**src/rtl/branch_resolver.sv**
```systemverilog
// Tracks fetched PCs and their BTB predictions until they resolve in EX, then redirects on a mispredict and trains the predictor.
// Optional BRANCH_STATS_EN adds saturating branch/mispredict counters.
module branch_resolver #(
  parameter int DEPTH        = 4,
  parameter int FLUSH_CYCLES = 2
) (
  input  logic        clk,
  input  logic        rst,
  input  logic        fetchValid,
  input  logic [31:0] fetchPc,
  input  logic        fetchHit,
  input  logic [31:0] fetchTarget,
  output logic        fetchStall,
  input  logic        exValid,
  input  logic        exBranch,
  input  logic        exTaken,
  input  logic [31:0] exTarget,
  output logic        redirectValid,
  output logic [31:0] redirectPc,
  output logic        flush,
  output logic        bpUpdValid,
  output logic        bpExBranch,
  output logic        bpExTaken,
  output logic [31:0] bpExPc,
  output logic [31:0] bpExTarget
`ifdef BRANCH_STATS_EN
  ,
  output logic [31:0] statBranches,
  output logic [31:0] statMispredicts
`endif
);

  localparam int PW = $clog2(DEPTH);
  localparam int CW = PW + 1;
  localparam int FW = (FLUSH_CYCLES > 1) ? $clog2(FLUSH_CYCLES) : 1;
  localparam logic [FW-1:0] FLUSH_LOAD = FW'(FLUSH_CYCLES - 1);

  typedef enum logic {ST_RUN, ST_FLUSH} state_t;

  state_t          r_state;
  state_t          w_state_next;
  logic [FW-1:0]   r_flush_cnt;
  logic            r_flush;

  logic [31:0]     r_q_pc  [DEPTH];
  logic            r_q_hit [DEPTH];
  logic [31:0]     r_q_tgt [DEPTH];
  logic [PW-1:0]   r_wr;
  logic [PW-1:0]   r_rd;
  logic [CW-1:0]   r_count;

  logic            r_redirect_valid;
  logic [31:0]     r_redirect_pc;
  logic            r_upd_valid;
  logic            r_upd_branch;
  logic            r_upd_taken;
  logic [31:0]     r_upd_pc;
  logic [31:0]     r_upd_target;

  logic            w_run;
  logic            w_full;
  logic            w_push;
  logic            w_pop;
  logic [31:0]     w_head_pc;
  logic            w_head_hit;
  logic [31:0]     w_head_tgt;
  logic [31:0]     w_actual_pc;
  logic            w_mispredict;

  assign w_run      = (r_state == ST_RUN);
  assign w_full     = (r_count == CW'(DEPTH));
  assign fetchStall = w_full;

  assign w_pop  = exValid && (r_count != '0) && w_run;
  // A full queue still accepts a push when the head pops in the same cycle.
  assign w_push = fetchValid && w_run && (!w_full || w_pop);

  assign w_head_pc   = r_q_pc[r_rd];
  assign w_head_hit  = r_q_hit[r_rd];
  assign w_head_tgt  = r_q_tgt[r_rd];
  assign w_actual_pc = exTaken ? exTarget : (w_head_pc + 32'd4);

  always_comb begin
    w_mispredict = 1'b0;
    if (w_pop) begin
      if (w_head_hit) w_mispredict = !exTaken || (exTarget != w_head_tgt);
      else            w_mispredict = exTaken;
    end
  end

  always_comb begin
    w_state_next = r_state;
    case (r_state)
      ST_RUN:   if (w_mispredict) w_state_next = ST_FLUSH;
      ST_FLUSH: if (r_flush_cnt == '0) w_state_next = ST_RUN;
      default:  w_state_next = ST_RUN;
    endcase
  end

  // Queue storage carries no reset; validity is tracked by the pointers and count.
  always_ff @(posedge clk) begin
    if (w_push && !w_mispredict) begin
      r_q_pc[r_wr]  <= fetchPc;
      r_q_hit[r_wr] <= fetchHit;
      r_q_tgt[r_wr] <= fetchTarget;
    end
  end

  always_ff @(posedge clk or negedge rst) begin
    if (!rst) begin
      r_state          <= ST_RUN;
      r_flush_cnt      <= '0;
      r_flush          <= 1'b0;
      r_wr             <= '0;
      r_rd             <= '0;
      r_count          <= '0;
      r_redirect_valid <= 1'b0;
      r_redirect_pc    <= '0;
      r_upd_valid      <= 1'b0;
      r_upd_branch     <= 1'b0;
      r_upd_taken      <= 1'b0;
      r_upd_pc         <= '0;
      r_upd_target     <= '0;
    end else begin
      r_state <= w_state_next;
      r_flush <= (w_state_next == ST_FLUSH);
      if (w_run)                   r_flush_cnt <= FLUSH_LOAD;
      else if (r_flush_cnt != '0)  r_flush_cnt <= r_flush_cnt - FW'(1);

      if (w_mispredict) begin
        r_wr    <= '0;
        r_rd    <= '0;
        r_count <= '0;
      end else begin
        if (w_push) r_wr <= r_wr + PW'(1);
        if (w_pop)  r_rd <= r_rd + PW'(1);
        case ({w_push, w_pop})
          2'b10:   r_count <= r_count + CW'(1);
          2'b01:   r_count <= r_count - CW'(1);
          default: r_count <= r_count;
        endcase
      end

      r_upd_valid <= w_pop;
      if (w_pop) begin
        r_upd_branch <= exBranch;
        r_upd_taken  <= exTaken;
        r_upd_pc     <= w_head_pc;
        r_upd_target <= exTarget;
      end

      r_redirect_valid <= w_mispredict;
      if (w_mispredict) r_redirect_pc <= w_actual_pc;
    end
  end

  assign redirectValid = r_redirect_valid;
  assign redirectPc    = r_redirect_pc;
  assign flush         = r_flush;
  assign bpUpdValid    = r_upd_valid;
  assign bpExBranch    = r_upd_branch;
  assign bpExTaken     = r_upd_taken;
  assign bpExPc        = r_upd_pc;
  assign bpExTarget    = r_upd_target;

`ifdef BRANCH_STATS_EN
  logic [31:0] r_stat_branches;
  logic [31:0] r_stat_mispredicts;

  always_ff @(posedge clk or negedge rst) begin
    if (!rst) begin
      r_stat_branches    <= '0;
      r_stat_mispredicts <= '0;
    end else begin
      if (w_pop && exBranch && (r_stat_branches != '1))
        r_stat_branches <= r_stat_branches + 32'd1;
      if (w_mispredict && (r_stat_mispredicts != '1))
        r_stat_mispredicts <= r_stat_mispredicts + 32'd1;
    end
  end

  assign statBranches    = r_stat_branches;
  assign statMispredicts = r_stat_mispredicts;
`endif

endmodule

```
**config.mk**
```make
export PLATFORM = sky130hd
export DESIGN_NAME = branch_resolver
export DESIGN_NICKNAME = d
export VERILOG_FILES = /design/src/rtl/branch_resolver.sv
export SDC_FILE = /design/constraint.sdc
export NUM_CORES = 1
export LEC_CHECK = 0
export BUFFER_PORTS_ARGS = -buffer_cell sky130_fd_sc_hd__buf_2
export CORE_UTILIZATION = 52
export DETAILED_ROUTE_END_ITERATION = 12
export PLACE_DENSITY = 0.79
export SLEW_MARGIN = 20
export SYNTH_ARGS = -nofsm -noshare
export SYNTH_HDL_FRONTEND = slang
export SYNTH_SLANG_ARGS = --single-unit
```
**constraint.sdc**
```tcl
create_clock -name clk -period 4.3 [get_ports clk]
set_input_delay 0.645 -clock clk [delete_from_list [all_inputs] [get_ports clk]]
set_output_delay 0.645 -clock clk [all_outputs]
set_load 0.005 [all_outputs]
```
# --- Word level (Yosys, flattened, before mapping) ---
# Memory sizes are Yosys's and may differ from the RTL's.
# Cells that the tools add are included.
totals:
  ff_bits: 109
  latchBits: 0
  ramBits: 260
  mem_bits_ro: 0
  in_bits: 103
  output_inout_bits: 102
  wordCells: 56
  memories: 3
op_classes:
  n_addsub: 6
  n_mul: 0
  div_mod_pow: 0
  order_cmp: 0
  n_eq_ne: 4
  n_shift: 0
  muxes: 16
  bitwise: 1
  n_reduce_logical: 14
mem_list:
  columns: ["memory", "depth", "word_bits", "rd", "rd_ports_with_merged_regs", "wr", "line_no", "text"]
  rows:
  - ["r_q_pc", 4, 32, 1, 0, 1, "45", "logic [31:0] r_q_pc [DEPTH];"]
  - ["r_q_tgt", 4, 32, 1, 0, 1, "47", "logic [31:0] r_q_tgt [DEPTH];"]
  - ["r_q_hit", 4, 1, 1, 0, 1, "46", "logic r_q_hit [DEPTH];"]
op_table:
  columns: ["op", "n"]
  rows:
  - ["adder 32 x 3 -> 32 bit, second input constant", 1]
  - ["2-to-1 mux 32 bit", 1]
  - ["inequality test 32 bit", 1]
  - ["2-to-1 mux 1 bit", 8]
  - ["2-to-1 mux 2 bit", 4]
  - ["one-hot mux 3 bit (2 select lines)", 1]
  - ["nonzero test 3 bit", 2]
  - ["logical AND 1 bit", 5]
  - ["adder 2 x 1 -> 2 bit, second input constant", 2]
  - ["nonzero test 2 bit", 2]
  - ["adder 3 x 1 -> 3 bit, second input constant", 1]
  - ["== test 3 bit, second input constant", 1]
  - ["zero test 1 bit", 3]
  - ["2-to-1 mux 3 bit", 1]
  - ["subtractor 3 x 1 -> 3 bit, second input constant", 1]
  - ["== test 2 x 1 -> 1 bit, second input constant", 1]
  - ["== test 2 bit, second input constant", 1]
  - ["logical OR 1 bit", 2]
  - ["one-hot mux 1 bit (2 select lines)", 1]
  - ["inverter 1 bit", 1]
  - ["subtractor 1 bit, second input constant", 1]

# --- Logic depth before layout (Yosys ltp) ---
# Gate-level depths: netlist (run 1).
# An unclocked memory read counts as a cell.
depth:
  depth_word: 9
  ltp_mapped: 12

# --- Least setup slack after synthesis (run 1) ---
# No wires, ideal clock.
synth_timing:
  kind: "register -> register"
  startpoint: "register r_rd[0]"
  endpoint: "memory r_q_hit[0], enable pin"
  setup_ns: 0.430
  arrival_time_ns: 3.896
  t_required_ns: 3.870
  path_slack_ns: -0.026
  stages_incl_launch_ff: 12
  n_path_buf: 5
  cell_sequence: "dfrtp_1 > buf_6 > buf_12 > buf_4 > mux4_2 > xnor2_1 > nand4_1 > nor4_1 > a31o_1 > buf_4 > buf_6 > and3_1"
synth_between:
  elab_chain_cells: 9
synth_rtl:
  columns: ["item", "line_no", "text"]
  rows:
  - ["from (decl)", "49", "logic [PW-1:0] r_rd;"]
  - ["from (signal assigned)", "136", "if (w_pop) r_rd <= r_rd + PW'(1);"]
  - ["memory (4 x 32 bit)", null, null]
  - ["inequality test 32 bit", "86", "if (w_head_hit) w_mispredict = !exTaken || (exTarget != w_head_tgt);"]
  - ["logical OR 1 bit", "86", null]
  - ["2-to-1 mux 1 bit *", "86", null]
  - ["2-to-1 mux 1 bit *", "85", "if (w_pop) begin"]
  - ["zero test 1 bit *", "102", "if (w_push && !w_mispredict) begin"]
  - ["logical AND 1 bit *", "102", null]
  - ["2-to-1 mux 1 bit *", "102", null]
  - ["2-to-1 mux 1 bit (implied by the code) *", "104", "r_q_hit[r_wr] <= fetchHit;"]
  - ["to (decl)", "46", null]
# Mark *: on every way between the ends. The rest lies on a longest branch, timed or not.

# --- Final worst setup path (run 1) ---
layout_timing:
  startpoint: "register r_rd[1]"
  endpoint: "register r_redirect_pc[30], in the netlist redirectPc[30]"
layout_lines:
  columns: ["item", "line_no", "text"]
  rows:
  - ["memory (4 x 32 bit)", null, null]
  - ["named net w_head_pc[2]", "64", "logic [31:0] w_head_pc;"]
  - ["adder 32 x 3 -> 32 bit", "81", "assign w_actual_pc = exTaken ? exTarget : (w_head_pc + 32'd4);"]
  - ["2-to-1 mux 32 bit", "81", null]
  - ["to (signal assigned)", "153", "if (w_mispredict) r_redirect_pc <= w_actual_pc;"]
  - ["to (decl)", "53", "logic [31:0] r_redirect_pc;"]
# The timed path passes the listed nets, and every way through them passes these cells.
# A chain may end at the register's enable or synchronous reset.

==> impl_metrics.py, run 1 <==
metrics = {
    "floorplanning": {
        "fp.coreArea_um2": 28100,
        "num_io_pins": 205,
        "die_h_um": 172,
        "initial_utilization_pct": 53.5,
        "die_width_um": 172,
        "dieArea_um2": 29600,
        "rows": 61,
    },
    "synth": {
        "synth_compound_area_share_pct": 1.97,
        "synth_top_family_by_area": "multiplexers",
        "synth_nets": 1072,
        "synthTopCellsByArea": "edfxtp_1, dfrtp_1, mux4_2",
        "synth_seq_area_share_pct": 70.1,
        "synth_area_leader_cell": "edfxtp_1",
        "avgSynthCellArea_um2": 15.6,
        "netlist_instances": 963,
        "async_flop_share_pct": 29.5,
        "synth_edf_count": 260,
        "ys_seq_elements": 369,
        "synth_xor_area_share_pct": 3.55,
        "yosys.area_share.simple_pct": 9.05,
        "yosys-mux-area-fraction_pct": 12.7,
        "synth_top_area_share_pct": 51.9,
        "ys_types": 52,
        "yosys_warnings": 0,
        "synth_area_um2": 15000,
        "ys.flop_type": "edfxtp_1",
        "synth_fa_ha_area_share_pct": 0.549,
    },
    "sta": {
        "max-slew-margin-rel_pct": 44.1,
        "hold_viol": 0,
        "layout_setup_ws_ns": 0.554,
        "min_period_over_period_pct": 87.1,
        "skew_ns": 0.0202,
        "drv_slew": 0,
        "rsz0062_at_grt": "no",
        "min_period_ns": 3.75,
        "hold_ws_ns": 0.177,
        "setup_viol": 0,
        "final.setup.tns_ns": 0,
        "max_freq_mhz": 267,
        "worstMarginPinSlew_ns": 0.838,
    },
    "placement": {
        "hpwlAfterDp_um": 24900,
        "place_area_um2": 16500,
        "dp_cells": 1523,
        "place.gp.congestion": 0.853,
        "pre_cts_ws_ns": 0.537,
        "portBuffers": 204,
    },
    "min_path": {
        "min_path_type": "input port to asynchronous set/reset pin",
    },
    "cells_and_area": {
        "drive_above_1_share_pct": 30.8,
        "fin_area_um2": 17800,
        "nets": 1293,
        "fin_util_pct": 63.4,
        "final_cells": 1593,
        "multi_input_area_um2": 4200,
        "seqCellArea_um2": 10500,
        "nFillCells": 2033,
        "areaGrowthSynthToFinish_pct": 18.5,
    },
    "grt": {
        "grt_use_total_pct": 25.4,
        "overflow": 0,
        "grt_pass1_wl_um": 54800,
        "first_global_vias": 9152,
        "grt_max_degree": 64,
        "antenna_found_initial": 4,
    },
    "clock_tree": {
        "clk_pin_slew_worst_paths_ns": 0.06,
        "clock_sinks": 369,
        "post_cts_buffers": 0,
        "clk_path_buf_depth": 3,
        "clk_latency_ns": 0.52,
        "cts_tree": "built",
        "numCtsBuffers": 37,
        "htree_num_levels": 2,
        "cts_root_buf": "clkbuf_16",
        "cts_resized": 0,
        "postCtsHoldBufs": 0,
    },
    "critical_path": {
        "worstSetupPathType": "register to register",
        "slowest_stage": "dfrtp_4",
        "crit_fanout": 47,
        "startpoint_type": "register",
        "cp.required_ns": 4.70,
        "path_cells": "mux4_2 -> ha_1 -> nand4_2 -> or4_1 -> nor4_2 -> xnor2_1 -> o21ai_1 -> mux2_1",
        "cpPeakStageDelay_ns": 0.90,
        "cp.arrival_ns": 4.14,
        "crit_path_end_kind": "register",
    },
    "drt": {
        "ant_nets": 0,
        "met3WireLength_um": 3140,
        "vias_per_cell": 5.65,
        "first_pass_iters": 7,
        "first_iter_violations": 915,
        "m1WireLength_um": 14800,
        "vias": 9007,
        "wire_per_inst_um": 23.0,
        "drt-total-wl_um": 36700,
        "drc": 0,
        "dr_wl_met2_um": 17600,
        "top_layer_used": "met5",
    },
    "pwr": {
        "ir_drop_v": 0.000414,
        "power_mw": 12.2,
        "powerDensity_nw_per_um2": 682,
        "leakage_nw": 6.96,
    },
    "outcome": {
        "status": "complete, no violations",
    },
    "run": {
        "drv_cap": 0,
    },
}
[cell usage after synthesis (3+ instances only)]
cell type,count
nor4_1,6
and2_1,7
buf_4,6
mux2i_1,18
o21ai_0,30
clkbuf_1,20
mux2_1,23
nor2_1,13
nand2_1,230
nor4_2,3
buf_6,6
dfrtp_1,109
mux4_2,60
nor3_2,3
xor2_1,12
nand4_1,12
ha_1,5
xnor2_1,49
a21oi_1,7
inv_1,14
mux2_2,10
and3_1,5
nand3_1,6
nor3_1,3
edfxtp_1,260
buf_2,10
o21ai_1,3
[logic make-up (layout without fill, tap and decap cells)]
family / Yosys count / in the layout
flip-flops: 369 / 369
AND/OR/NAND/NOR: 304 / 304
multiplexers: 111 / 111
XOR/XNOR: 61 / 61
buffers and inverters: 60 / 310
AO/OA/AOI/OAI: 52 / 52
adder cells (fa/ha/maj): 6 / 6
other: 0 / 2
[cell type report]
type	count	share of cell area, %
Tap cell	378	2.65
Inverter	15	0.316
Multi-Input combinational cell	534	23.5
Sequential cell	369	59.2
Clock inverter	16	1.22
Antenna cell	2	0.0281
Clock buffer	52	5.93
Timing Repair Buffer	227	7.13
[registers in the layout, summed over array words and instances, names as in the netlist]
signal and count:
bpExBranch 1, r_rd 2, bpUpdValid 1, r_q_hit 4, r_count 3, bpExTarget 32
bpExTaken 1, flush 1, redirectPc 32, redirectValid 1, bpExPc 32, r_q_pc 128
r_flush_cnt 1, r_wr 2, r_q_tgt 128
[worst max-delay path: cells and delay by family (launching register included)]
kind | cells | cell delay [ns]
simple gates | 3 | 1.38
flops | 1 | 0.90
compound gates | 1 | 0.09
fa+ha+maj | 1 | 0.27
mux | 2 | 0.79
xor+xnor | 1 | 0.18
[cells in the final DEF (no fill, tap or decap), types with 7 or more instances in the layout]
cell / count
nand4_1: 12
mux2_2: 10
xor2_1: 12
nor2_1: 13
clkbuf_16: 40
xnor2_1: 49
inv_1: 14
nand2_1: 230
edfxtp_1: 260
clkbuf_1: 11
and2_1: 7
buf_2: 203
dfrtp_1: 107
mux4_2: 60
mux2_1: 23
buf_4: 18
mux2i_1: 18
o21ai_0: 30
a21oi_1: 7
[per-layer routing]
metal  GRT usage, %  vias up
li1               -     3976
met1           34.5     4486
met2           40.8      459
met3           5.04       82
met4           9.62        4
met5              0        -
[power by group]
| group | switching (mW) | internal (mW) | leakage [nW] |
|---|---|---|---|
| sequential | 0.539 | 4.70 | 3.70 |
| clock | 1.32 | 2.03 | 0.612 |
| combinational | 1.96 | 1.60 | 2.64 |
[path summary, 6_finish.rpt]
check,cells after the start,slack [ns],start,end
max,8,0.55,r_rd[1]$_DFFE_PN0P_,redirectPc[30]$_DFFE_PN0P_
min,1,0.18,rst,bpExPc[17]$_DFFE_PN0P_
max reg2reg,8,0.55,r_rd[1]$_DFFE_PN0P_,redirectPc[30]$_DFFE_PN0P_
min reg2reg,2,0.46,r_flush_cnt$_DFF_PN0_,flush$_DFF_PN0_
max in group asynchronous,2,3.14,rst,bpExTarget[23]$_DFFE_PN0P_
min in group clk,1,0.34,fetchTarget[9],r_q_tgt[3][9]$_DFFE_PP_
Power figures use the tool's default switching activity.
==> run 2: changes to the inputs <==
- CORE_UTILIZATION: 52 -> 48
- PLACE_DENSITY: 0.79 -> 0.74
- SKIP_CTS_REPAIR_TIMING: not set -> 1
==> run 2 against run 1 <==
Effect of this change:
- critical path type unchanged
- hold slack got worse by 0.018 ns
- first-iteration DRC count decreased by 12%
- combinational power about the same
- largest cell class unchanged
- utilization decreased by 5.4 points
- fmax about the same
- sequential cell count unchanged
- count of clock-buffer cells in the layout increased by 9
==> impl_metrics.py, run 2 (synthesis results as in run 1) <==
metrics = {
    "outcome": {
        "status": "complete, no violations",
    },
    "min_path": {
        "min_path_type": "input port to asynchronous set/reset pin",
    },
    "cells_and_area": {
        "drive_above_1_share_pct": 30.7,
        "areaGrowthSynthToFinish_pct": 18.4,
        "antenna_cells": 0,
        "final_cell_mix": "edfxtp_1, nand2_1, buf_2",
        "nFillCells": 2353,
        "mostFrequentLayoutCell": "edfxtp_1",
        "fin_util_pct": 58.0,
        "reg_top3": "r_q_pc (128), r_q_tgt (128)",
        "nets": 1293,
    },
    "drt": {
        "vias": 9016,
        "drc": 0,
        "vias_per_cell": 5.60,
        "first_pass_iters": 7,
        "ant_nets": 0,
        "drt-total-wl_um": 36900,
        "wire_per_inst_um": 22.9,
        "first_iter_violations": 809,
    },
    "pwr": {
        "leakage_nw": 6.94,
        "powerDensity_nw_per_um2": 675,
        "power_mw": 12.0,
        "ir_drop_v": 0.000345,
    },
    "sta": {
        "setup_viol": 0,
        "max-slew-margin-rel_pct": 39.8,
        "final.setup.tns_ns": 0,
        "skew_ns": 0.0131,
        "worstMarginPinSlew_ns": 0.895,
        "hold_viol": 0,
        "min_period_ns": 3.75,
        "min_period_over_period_pct": 87.1,
        "max_freq_mhz": 267,
        "drv_slew": 0,
        "rsz0062_at_grt": "no",
    },
    "run": {
        "drv_cap": 0,
    },
    "clock_tree": {
        "clk_path_buf_depth": 3,
        "htree_num_levels": 2,
        "cts_tree": "built",
        "clk_pin_slew_worst_paths_ns": 0.06,
        "numCtsBuffers": 38,
        "clock_sinks": 369,
        "clk_latency_ns": 0.52,
        "cts_root_buf": "clkbuf_16",
    },
    "grt": {
        "grt_max_degree": 64,
        "grt_use_total_pct": 23.5,
        "antenna_found_initial": 2,
        "first_global_vias": 9109,
        "grt_pass1_wl_um": 54600,
        "overflow": 0,
    },
    "placement": {
        "hpwlAfterDp_um": 25200,
        "place.gp.congestion": 0.821,
        "portBuffers": 204,
    },
    "critical_path": {
        "crit_path_end_kind": "register",
        "crit_fanout": 40,
        "cp.required_ns": 4.51,
        "worstSetupPathType": "register to register",
        "path_cells": "buf_4 -> mux4_2 -> xnor2_1 -> nand4_1 -> nor4_1 -> a31o_2 -> and3_2 -> buf_12",
        "cp.arrival_ns": 3.95,
        "cpPeakStageDelay_ns": 0.93,
        "slowest_stage": "dfrtp_4",
        "startpoint_type": "register",
    },
    "floorplanning": {
        "fp.coreArea_um2": 30700,
        "num_io_pins": 205,
        "die_width_um": 179,
        "dieArea_um2": 32000,
        "initial_utilization_pct": 49.0,
        "rows": 64,
        "die_h_um": 179,
    },
}
[run 2: changes by cell type in the layout (fill, tap and decap cells not counted), sizes merged]
cell | before | now
clkinv | 7 | 6
clkinvlp | 3 | 1
buf | 227 | 226
diode | 2 | 0
clkbuf | 52 | 61
bufinv | 5 | 1
[run 2: area by class of cell]
cell class / count / area, um^2 / share of cell area, %
Inverter: 15 / 56.3 / 0.316
Tap cell: 396 / 495 / 2.78
Multi-Input combinational cell: 534 / 4200 / 23.6
Clock inverter: 9 / 76.3 / 0.429
Sequential cell: 369 / 10500 / 59.3
Clock buffer: 61 / 1150 / 6.47
Timing Repair Buffer: 226 / 1280 / 7.17
[run 2: where the power goes]
group	internal, mW	leakage, nW	switching [mW]	total [mW]
logic	1.62	2.64	1.95	3.57
clock network	1.90	0.601	1.31	3.21
registers	4.70	3.70	0.531	5.23
total	8.22	6.94	3.80	12.0
[run 2: worst paths after layout]
| path | start | end | slack (ns) | depth (start not counted) |
|---|---|---|---|---|
| max in group asynchronous | rst | r_rd[1]$_DFFE_PN0P_ | 3.16 | 2 |
| max reg2reg | r_rd[0]$_DFFE_PN0P_ | r_q_tgt[0][4]$_DFFE_PP_ | 0.55 | 8 |
| min | rst | redirectValid$_DFF_PN0_ | 0.16 | 1 |
| min reg2reg | r_flush_cnt$_DFF_PN0_ | flush$_DFF_PN0_ | 0.46 | 2 |
| min in group clk | exBranch | bpExBranch$_DFFE_PN0P_ | 0.32 | 3 |
| max | r_rd[0]$_DFFE_PN0P_ | r_q_tgt[0][4]$_DFFE_PP_ | 0.55 | 8 |
[run 2: critical path: cells and delay by family (launching register included)]
family                    cells  cell delay [ns]
muxes                         1             0.55
and+or+nand+nor               3             0.83
AOI/OAI and AO/OA             1             0.28
buffers and inverters         2             0.60
xor gates and xnor gates      1             0.20
DFF                           1             0.93
[run 2: per-layer routing]
layer	share of wire, %	global-route usage, %	wire (um)	vias up
met1	41	31.6	15000	4563
met2	48	37.4	17700	393
met3	8.4	5.60	3090	84
li1	-	-	-	3972
met4	3.0	8.30	1100	4
met5	0.073	0	27	-
[run 2: per-stage QoR]
step | setup slack, ns | area, um^2 | instances | hold slack [ns]
5_1_grt | 0.310 | 17800 | 1610 | 0.213
6_report | 0.554 | 17800 | 1610 | 0.159
4_1_cts | 0.487 | 17800 | 1610 | 0.190
2_1_floorplan | 0.687 | 15000 | 963 | 0.349
3_5_place_dp | 0.538 | 16600 | 1540 | 0.448
3_3_place_gp | 0.666 | 16600 | 1540 | 0.446
